### config.mk
export PLATFORM = sky130hd
export DESIGN_NAME = bird_launch_sequencer_flat
export DESIGN_NICKNAME = d
export VERILOG_FILES = /design/src/rtl/bird_launch_sequencer_if.sv /design/src/rtl/bird_launch_sequencer.sv /design/src/flat_wrapper.sv
export SDC_FILE = /design/constraint.sdc
export NUM_CORES = 1
export LEC_CHECK = 0
export ABC_AREA = 1
export BUFFER_PORTS_ARGS = -buffer_cell sky130_fd_sc_hd__buf_2
export CAP_MARGIN = 20
export CORE_MARGIN = 2
export CORE_UTILIZATION = 49
export CTS_BUF_LIST = sky130_fd_sc_hd__clkbuf_4
export CTS_CLUSTER_DIAMETER = 40
export DETAILED_ROUTE_END_ITERATION = 12
export PLACE_DENSITY = 0.69
export SETUP_SLACK_MARGIN = 0.5
export SYNTH_ARGS = -nofsm -noshare
export SYNTH_HDL_FRONTEND = slang
export SYNTH_SLANG_ARGS = --single-unit
### constraint.sdc
create_clock -name clk -period 1.97 [get_ports clk]
set_input_delay 0.0985 -clock clk [delete_from_list [all_inputs] [get_ports clk]]
set_output_delay 0.0985 -clock clk [all_outputs]
set_load 0.02 [all_outputs]
### src/rtl/bird_launch_sequencer_if.sv
// Handshake bundle between the key/frame logic and the bird launch sequencer.
// Inputs are frame-level levels or pulses; launch is a one-cycle registered pulse.
interface bird_launch_sequencer_if;
  logic       startOfFrame;
  logic       startGame;
  logic       angle_up_key;
  logic       angle_down_key;
  logic       fire_key;
  logic       bird_disappear;
  logic       collisionBird;
  logic       launch;
  logic [3:0] aim_angle;
  logic [3:0] launch_power;
  logic       bird_active;
  logic [2:0] bird_idx;
  logic [2:0] seq_state;

  modport master (
    output startOfFrame, startGame, angle_up_key, angle_down_key, fire_key,
           bird_disappear, collisionBird,
    input  launch, aim_angle, launch_power, bird_active, bird_idx, seq_state
  );

  modport slave (
    input  startOfFrame, startGame, angle_up_key, angle_down_key, fire_key,
           bird_disappear, collisionBird,
    output launch, aim_angle, launch_power, bird_active, bird_idx, seq_state
  );
endinterface

### src/rtl/bird_launch_sequencer.sv
// Per-bird shot sequencer: aim, charge, launch, flight, settle, next bird.
// Optional AUTO_FIRE_TIMEOUT_EN adds an AIM idle timeout that launches at half power.
module bird_launch_sequencer #(
  parameter int NUM_BIRDS         = 5,
  parameter int ANGLE_DEFAULT     = 4,
  parameter int ANGLE_MAX         = 15,
  parameter int POWER_MAX         = 15,
  parameter int POWER_STEP_FRAMES = 3,
  parameter int SETTLE_FRAMES     = 20
`ifdef AUTO_FIRE_TIMEOUT_EN
  , parameter int AUTO_FIRE_FRAMES = 150
`endif
) (
  input logic                    clk,
  input logic                    resetN,
  bird_launch_sequencer_if.slave bus
);

  typedef enum logic [2:0] {
    S_IDLE   = 3'd0,
    S_AIM    = 3'd1,
    S_CHARGE = 3'd2,
    S_FLIGHT = 3'd3,
    S_SETTLE = 3'd4
  } state_t;

  localparam logic [3:0] ANGLE_DEF_C = 4'(ANGLE_DEFAULT);
  localparam logic [3:0] ANGLE_MAX_C = 4'(ANGLE_MAX);
  localparam logic [3:0] POWER_MAX_C = 4'(POWER_MAX);
  localparam logic [7:0] STEP_C      = 8'(POWER_STEP_FRAMES);
  localparam logic [7:0] SETTLE_C    = 8'(SETTLE_FRAMES);
  localparam logic [2:0] LAST_BIRD_C = 3'(NUM_BIRDS - 1);
`ifdef AUTO_FIRE_TIMEOUT_EN
  localparam logic [7:0] AUTO_C      = 8'(AUTO_FIRE_FRAMES);
  localparam logic [3:0] AUTO_PWR_C  = 4'(POWER_MAX / 2);
`endif

  state_t     state_q, state_d;
  logic [3:0] angle_q, angle_d;
  logic [3:0] power_q, power_d;
  logic [3:0] lpower_q, lpower_d;
  logic [2:0] idx_q, idx_d;
  logic [7:0] cnt_q, cnt_d;
  logic [7:0] cnt_inc;
  logic       launch_q, launch_d;
  logic       fire_hist_q;
  logic       fire_rise;

  assign fire_rise = bus.fire_key & ~fire_hist_q;
  assign cnt_inc   = cnt_q + 8'd1;

  always_ff @(posedge clk or negedge resetN) begin
    if (!resetN) begin
      state_q <= S_IDLE;
    end else begin
      state_q <= state_d;
    end
  end

  always_ff @(posedge clk or negedge resetN) begin
    if (!resetN) begin
      angle_q     <= 4'd0;
      power_q     <= 4'd0;
      lpower_q    <= 4'd0;
      idx_q       <= 3'd0;
      cnt_q       <= 8'd0;
      launch_q    <= 1'b0;
      fire_hist_q <= 1'b0;
    end else begin
      angle_q     <= angle_d;
      power_q     <= power_d;
      lpower_q    <= lpower_d;
      idx_q       <= idx_d;
      cnt_q       <= cnt_d;
      launch_q    <= launch_d;
      fire_hist_q <= bus.fire_key;
    end
  end

  always_comb begin
    state_d  = state_q;
    angle_d  = angle_q;
    power_d  = power_q;
    lpower_d = lpower_q;
    idx_d    = idx_q;
    cnt_d    = cnt_q;
    launch_d = 1'b0;

    if (!bus.startGame) begin
      // Leaving play wins over everything, including a pending release.
      state_d  = S_IDLE;
      idx_d    = 3'd0;
      power_d  = 4'd0;
      lpower_d = 4'd0;
      cnt_d    = 8'd0;
    end else begin
      case (state_q)
        S_IDLE: begin
          state_d  = S_AIM;
          angle_d  = ANGLE_DEF_C;
          power_d  = 4'd0;
          lpower_d = 4'd0;
          idx_d    = 3'd0;
          cnt_d    = 8'd0;
        end
        S_AIM: begin
          if (bus.startOfFrame) begin
            if (bus.angle_up_key && !bus.angle_down_key && angle_q != ANGLE_MAX_C)
              angle_d = angle_q + 4'd1;
            else if (bus.angle_down_key && !bus.angle_up_key && angle_q != 4'd0)
              angle_d = angle_q - 4'd1;
          end
`ifdef AUTO_FIRE_TIMEOUT_EN
          if (bus.angle_up_key || bus.angle_down_key || bus.fire_key) begin
            cnt_d = 8'd0;
          end else if (bus.startOfFrame) begin
            if (cnt_inc == AUTO_C) begin
              launch_d = 1'b1;
              lpower_d = AUTO_PWR_C;
              state_d  = S_FLIGHT;
              cnt_d    = 8'd0;
            end else begin
              cnt_d = cnt_inc;
            end
          end
`endif
          if (fire_rise) begin
            state_d = S_CHARGE;
            power_d = 4'd0;
            cnt_d   = 8'd0;
          end
        end
        S_CHARGE: begin
          if (!bus.fire_key) begin
            launch_d = 1'b1;
            lpower_d = (power_q == 4'd0) ? 4'd1 : power_q;
            state_d  = S_FLIGHT;
            cnt_d    = 8'd0;
          end else if (bus.startOfFrame) begin
            if (cnt_inc == STEP_C) begin
              cnt_d = 8'd0;
              if (power_q != POWER_MAX_C) power_d = power_q + 4'd1;
            end else begin
              cnt_d = cnt_inc;
            end
          end
        end
        S_FLIGHT: begin
          if (bus.bird_disappear || bus.collisionBird) begin
            state_d = S_SETTLE;
            cnt_d   = 8'd0;
          end
        end
        S_SETTLE: begin
          if (bus.startOfFrame) begin
            if (cnt_inc == SETTLE_C) begin
              cnt_d = 8'd0;
              if (idx_q == LAST_BIRD_C) begin
                state_d = S_IDLE;
                idx_d   = 3'd0;
              end else begin
                state_d  = S_AIM;
                idx_d    = idx_q + 3'd1;
                angle_d  = ANGLE_DEF_C;
                power_d  = 4'd0;
                lpower_d = 4'd0;
              end
            end else begin
              cnt_d = cnt_inc;
            end
          end
        end
        default: state_d = S_IDLE;
      endcase
    end
  end

  assign bus.launch       = launch_q;
  assign bus.aim_angle    = angle_q;
  assign bus.launch_power = lpower_q;
  assign bus.bird_active  = (state_q == S_FLIGHT);
  assign bus.bird_idx     = idx_q;
  assign bus.seq_state    = state_q;

endmodule
### src/flat_wrapper.sv
// flat-port wrapper written by rule: the top's interface ports become plain ports
module bird_launch_sequencer_flat 
#(
  parameter int NUM_BIRDS         = 5,
  parameter int ANGLE_DEFAULT     = 4,
  parameter int ANGLE_MAX         = 15,
  parameter int POWER_MAX         = 15,
  parameter int POWER_STEP_FRAMES = 3,
  parameter int SETTLE_FRAMES     = 20

)
  (clk, resetN, bus_startOfFrame, bus_startGame, bus_angle_up_key, bus_angle_down_key, bus_fire_key, bus_bird_disappear, bus_collisionBird, bus_launch, bus_aim_angle, bus_launch_power, bus_bird_active, bus_bird_idx, bus_seq_state);
  bird_launch_sequencer_if bus_i ();
  input logic clk;
  input logic resetN;
  input wire logic [$bits(bus_i.startOfFrame)-1:0] bus_startOfFrame;
  input wire logic [$bits(bus_i.startGame)-1:0] bus_startGame;
  input wire logic [$bits(bus_i.angle_up_key)-1:0] bus_angle_up_key;
  input wire logic [$bits(bus_i.angle_down_key)-1:0] bus_angle_down_key;
  input wire logic [$bits(bus_i.fire_key)-1:0] bus_fire_key;
  input wire logic [$bits(bus_i.bird_disappear)-1:0] bus_bird_disappear;
  input wire logic [$bits(bus_i.collisionBird)-1:0] bus_collisionBird;
  output wire logic [$bits(bus_i.launch)-1:0] bus_launch;
  output wire logic [$bits(bus_i.aim_angle)-1:0] bus_aim_angle;
  output wire logic [$bits(bus_i.launch_power)-1:0] bus_launch_power;
  output wire logic [$bits(bus_i.bird_active)-1:0] bus_bird_active;
  output wire logic [$bits(bus_i.bird_idx)-1:0] bus_bird_idx;
  output wire logic [$bits(bus_i.seq_state)-1:0] bus_seq_state;
  assign bus_i.startOfFrame = bus_startOfFrame;
  assign bus_i.startGame = bus_startGame;
  assign bus_i.angle_up_key = bus_angle_up_key;
  assign bus_i.angle_down_key = bus_angle_down_key;
  assign bus_i.fire_key = bus_fire_key;
  assign bus_i.bird_disappear = bus_bird_disappear;
  assign bus_i.collisionBird = bus_collisionBird;
  assign bus_launch = bus_i.launch;
  assign bus_aim_angle = bus_i.aim_angle;
  assign bus_launch_power = bus_i.launch_power;
  assign bus_bird_active = bus_i.bird_active;
  assign bus_bird_idx = bus_i.bird_idx;
  assign bus_seq_state = bus_i.seq_state;
  bird_launch_sequencer #(.NUM_BIRDS(NUM_BIRDS), .ANGLE_DEFAULT(ANGLE_DEFAULT), .ANGLE_MAX(ANGLE_MAX), .POWER_MAX(POWER_MAX), .POWER_STEP_FRAMES(POWER_STEP_FRAMES), .SETTLE_FRAMES(SETTLE_FRAMES)) u_core (.clk(clk), .resetN(resetN), .bus(bus_i));
endmodule
==> out/metrics.cfg <==
[status]
status = finished, final reports clean

[grt]
grt_pass1_vias = 1872
overflow = 0
grt_pass1_wl_um = 8440
grt_max_degree = 29
grt.total_usage = 0.239
antenna_found_initial = 0

[floorplan]
dieArea_um2 = 4660
core_area_um2 = 3970
rows = 23
die_y_um = 68.2
start_util = 0.509
boundaryPins = 25
die_w_um = 68.2

[pwr]
ir_drop_mv = 0.860
leakagePower_nw = 1.39
pwr_density_cell_nw_per_um2 = 940
p_seq_frac = 0.294
power.net_switching_mw = 1.13
switching_share = 0.432
pwr-share-clk = 0.151
combPwrFrac = 0.555
intPower_mw = 1.48

[placed_design]
port_buffers = 24
place_inst = 365
post_dp_cell_area_um2 = 2260
hpwl_um = 3410
place_congestion = 0.884
pre_cts_ws_ps = -11.1

[clock_tree]
clk_latency_ps = 340
cts.sinks = 28
tritoncts = built
clk_pin_slew_ps = 170
h-tree-depth = 1
root_buffer = clkbuf_4
cts_buffers = 3
clock_tree.buffer_depth = 2

[routing]
drt_wl_total_um = 5330
drcViolationCount = 0
ant_nets = 0
drt_iter0_drc = 141
dr.pass1.iters = 4
wl_per_cell_um = 13.3
viasPerCell = 5.24
num_vias = 2108

[layout]
layout.cells.non_filler = 402
num_antenna_cells = 0
syn_to_final_growth_pct = 37.3
finish.instance_area_um2 = 2780
final_nets = 372
final_common_cell = nand2_1
drive_gt1_frac = 0.384
most-common-layout-cells = nand2_1, buf_4, inv_1

[synth]
syn-mean-instance-area_um2 = 6.90
ys_warn_count = 0
ys_seq_area_frac = 0.347
synthCells = 293
ys_seq_elements = 28
synthesis.nets = 312
synth.cell_area_um2 = 2020
ys_types = 27

[timing]
maxSlewHeadroom = 0.569
fin_crit_ps = 1790
setup-violations-final = 0
period_share = 0.908
final-hold-violation-count = 0
setup_tns_ps = 0
worstMarginPinSlew_ps = 646
fin_worst_skew_ps = 10.0
timing.hold.ws_ps = 105
max_freq_ghz = 0.559
slew_viol_final = 0
rsz0062_at_grt = true
fin_ws_ps = 182

[critical_path]
worstPathRequired_ps = 2220
cp-start-kind = flip-flop
crit_type = flip-flop to flip-flop
cp_max_fo = 5
cp-end-kind = flip-flop
arrival_ps = 2040

[run]
cap_violations = 0

[worst_hold_path]
hp-class = primary input to flip-flop

==> Yosys cell counts <==
master    instances  area [um2]
inv_2             7        26.3
nor3b_1           1        7.51
xor2_1            3        26.3
nor3_2            2        20.0
a21oi_1           3        15.0
buf_4             2        15.0
nand2_1          94         353
o21ai_0           3        15.0
and3b_1           1        8.76
buf_6             1        11.3
fa_1              1        20.0
o21ai_1          16        80.1
nand4_1           8        50.1
a21oi_4           1        16.3
inv_1            30         113
and2_4            1        8.76
nor2_4            3        33.8
ha_1              9         113
nor2_1           33         124
nand2_2           9        56.3
nand3b_1          2        15.0
nor3_1            1        5.00
nand4_2           1        12.5
nand3_1          30         150
nand3_2           2        20.0
dfrtp_1          28         701
nor2_2            1        6.26
==> timing repair <==
item | 4_1_cts | 5_1_grt
hold endpoints to repair | 29 | 0
hold buffers | 2 | 0
buffers inserted | 20 | 10
pin swaps | 16 | 12
setup endpoints to repair | 26 | 27
gates cloned | 1 | 0
gates resized for setup | 27 | 25
==> per-layer routing <==
metal / GRT usage / up-vias / routed length, um
met3: 0.0164 / 16 / 164
met2: 0.417 / 53 / 2640
met4: 0.0775 / 0 / 160
li1: - / 1059 / -
met5: 0 / - / 0
met1: 0.315 / 980 / 2360
==> state kept, by name, summed over array words and instances, names as in the netlist <==
name,count
u_core.bus.aim_angle,4
u_core.bus.bird_idx,3
u_core.bus.launch,1
u_core.cnt_q,8
u_core.fire_hist_q,1
u_core.bus.seq_state,3
u_core.bus.launch_power,4
u_core.power_q,4
==> power by group through the flow <==
| stage | Clock (mW) | Sequential [mW] | Combinational (mW) |
|---|---|---|---|
| final | 0.393 | 0.767 | 1.45 |
| after global routing | 0.413 | 0.782 | 1.59 |
| after CTS | 0.395 | 0.762 | 1.21 |
| after detailed placement | 0 | 0.776 | 0.989 |
| after global placement | 0 | 0.771 | 0.978 |
| after floorplan | 0 | 0.839 | 0.672 |
==> path summary, 6_finish.rpt <==
| path | to | cells after the start | from | slack, ps |
|---|---|---|---|---|
| min | u_core.bus.bird_idx[2] | 3 | bus_startGame | 100 |
| min in group asynchronous | u_core.bus.bird_idx[1] | 2 | resetN | 280 |
| max | u_core.power_q[0] | 11 | u_core.cnt_q[0] | 180 |
| max reg2reg | u_core.power_q[0] | 11 | u_core.cnt_q[0] | 180 |
| min reg2reg | u_core.bus.launch_power[0] | 2 | u_core.bus.launch_power[0] | 520 |
| max in group asynchronous | u_core.bus.aim_angle[2] | 2 | resetN | 1220 |
==> cell type report <==
cell class / instances / area, um2
multi-input combinational: 226 / 1410
fill: 316 / 1200
sequential: 28 / 716
timing repair buffer: 57 / 387
inverter: 37 / 146
tap: 50 / 62.6
clock inverter: 1 / 30.0
clock buffer: 3 / 22.5
==> logic make-up after synthesis <==
| group | Yosys count | share of synthesized area |
|---|---|---|
| compound gates | 23 | 0.0625 |
| xor+xnor | 3 | 0.0130 |
| fa+ha+maj | 10 | 0.0656 |
| buf+inv | 40 | 0.0817 |
| flops | 28 | 0.347 |
| simple gates | 189 | 0.431 |
==> worst max-delay path, cell delays in order (launching register included) <==
cell and delay [ps]:
dfrtp_1 460, ha_4 200, nand3_1 110, nor2_1 70, nand2_1 70, nand2_2 80, nor2_4 150, nand3_2 130
a21oi_4 220, nand2_4 90, nand2_1 60, nand2_1 50
==> metrics by stage <==
stage	util	total power, mW
finish	0.699	2.61
global route	0.699	2.78
CTS	0.655	2.36
detailed placement	0.570	1.76
global placement	0.570	1.75
floorplan	-	1.51
No activity file was read; power rests on OpenSTA's default activity.
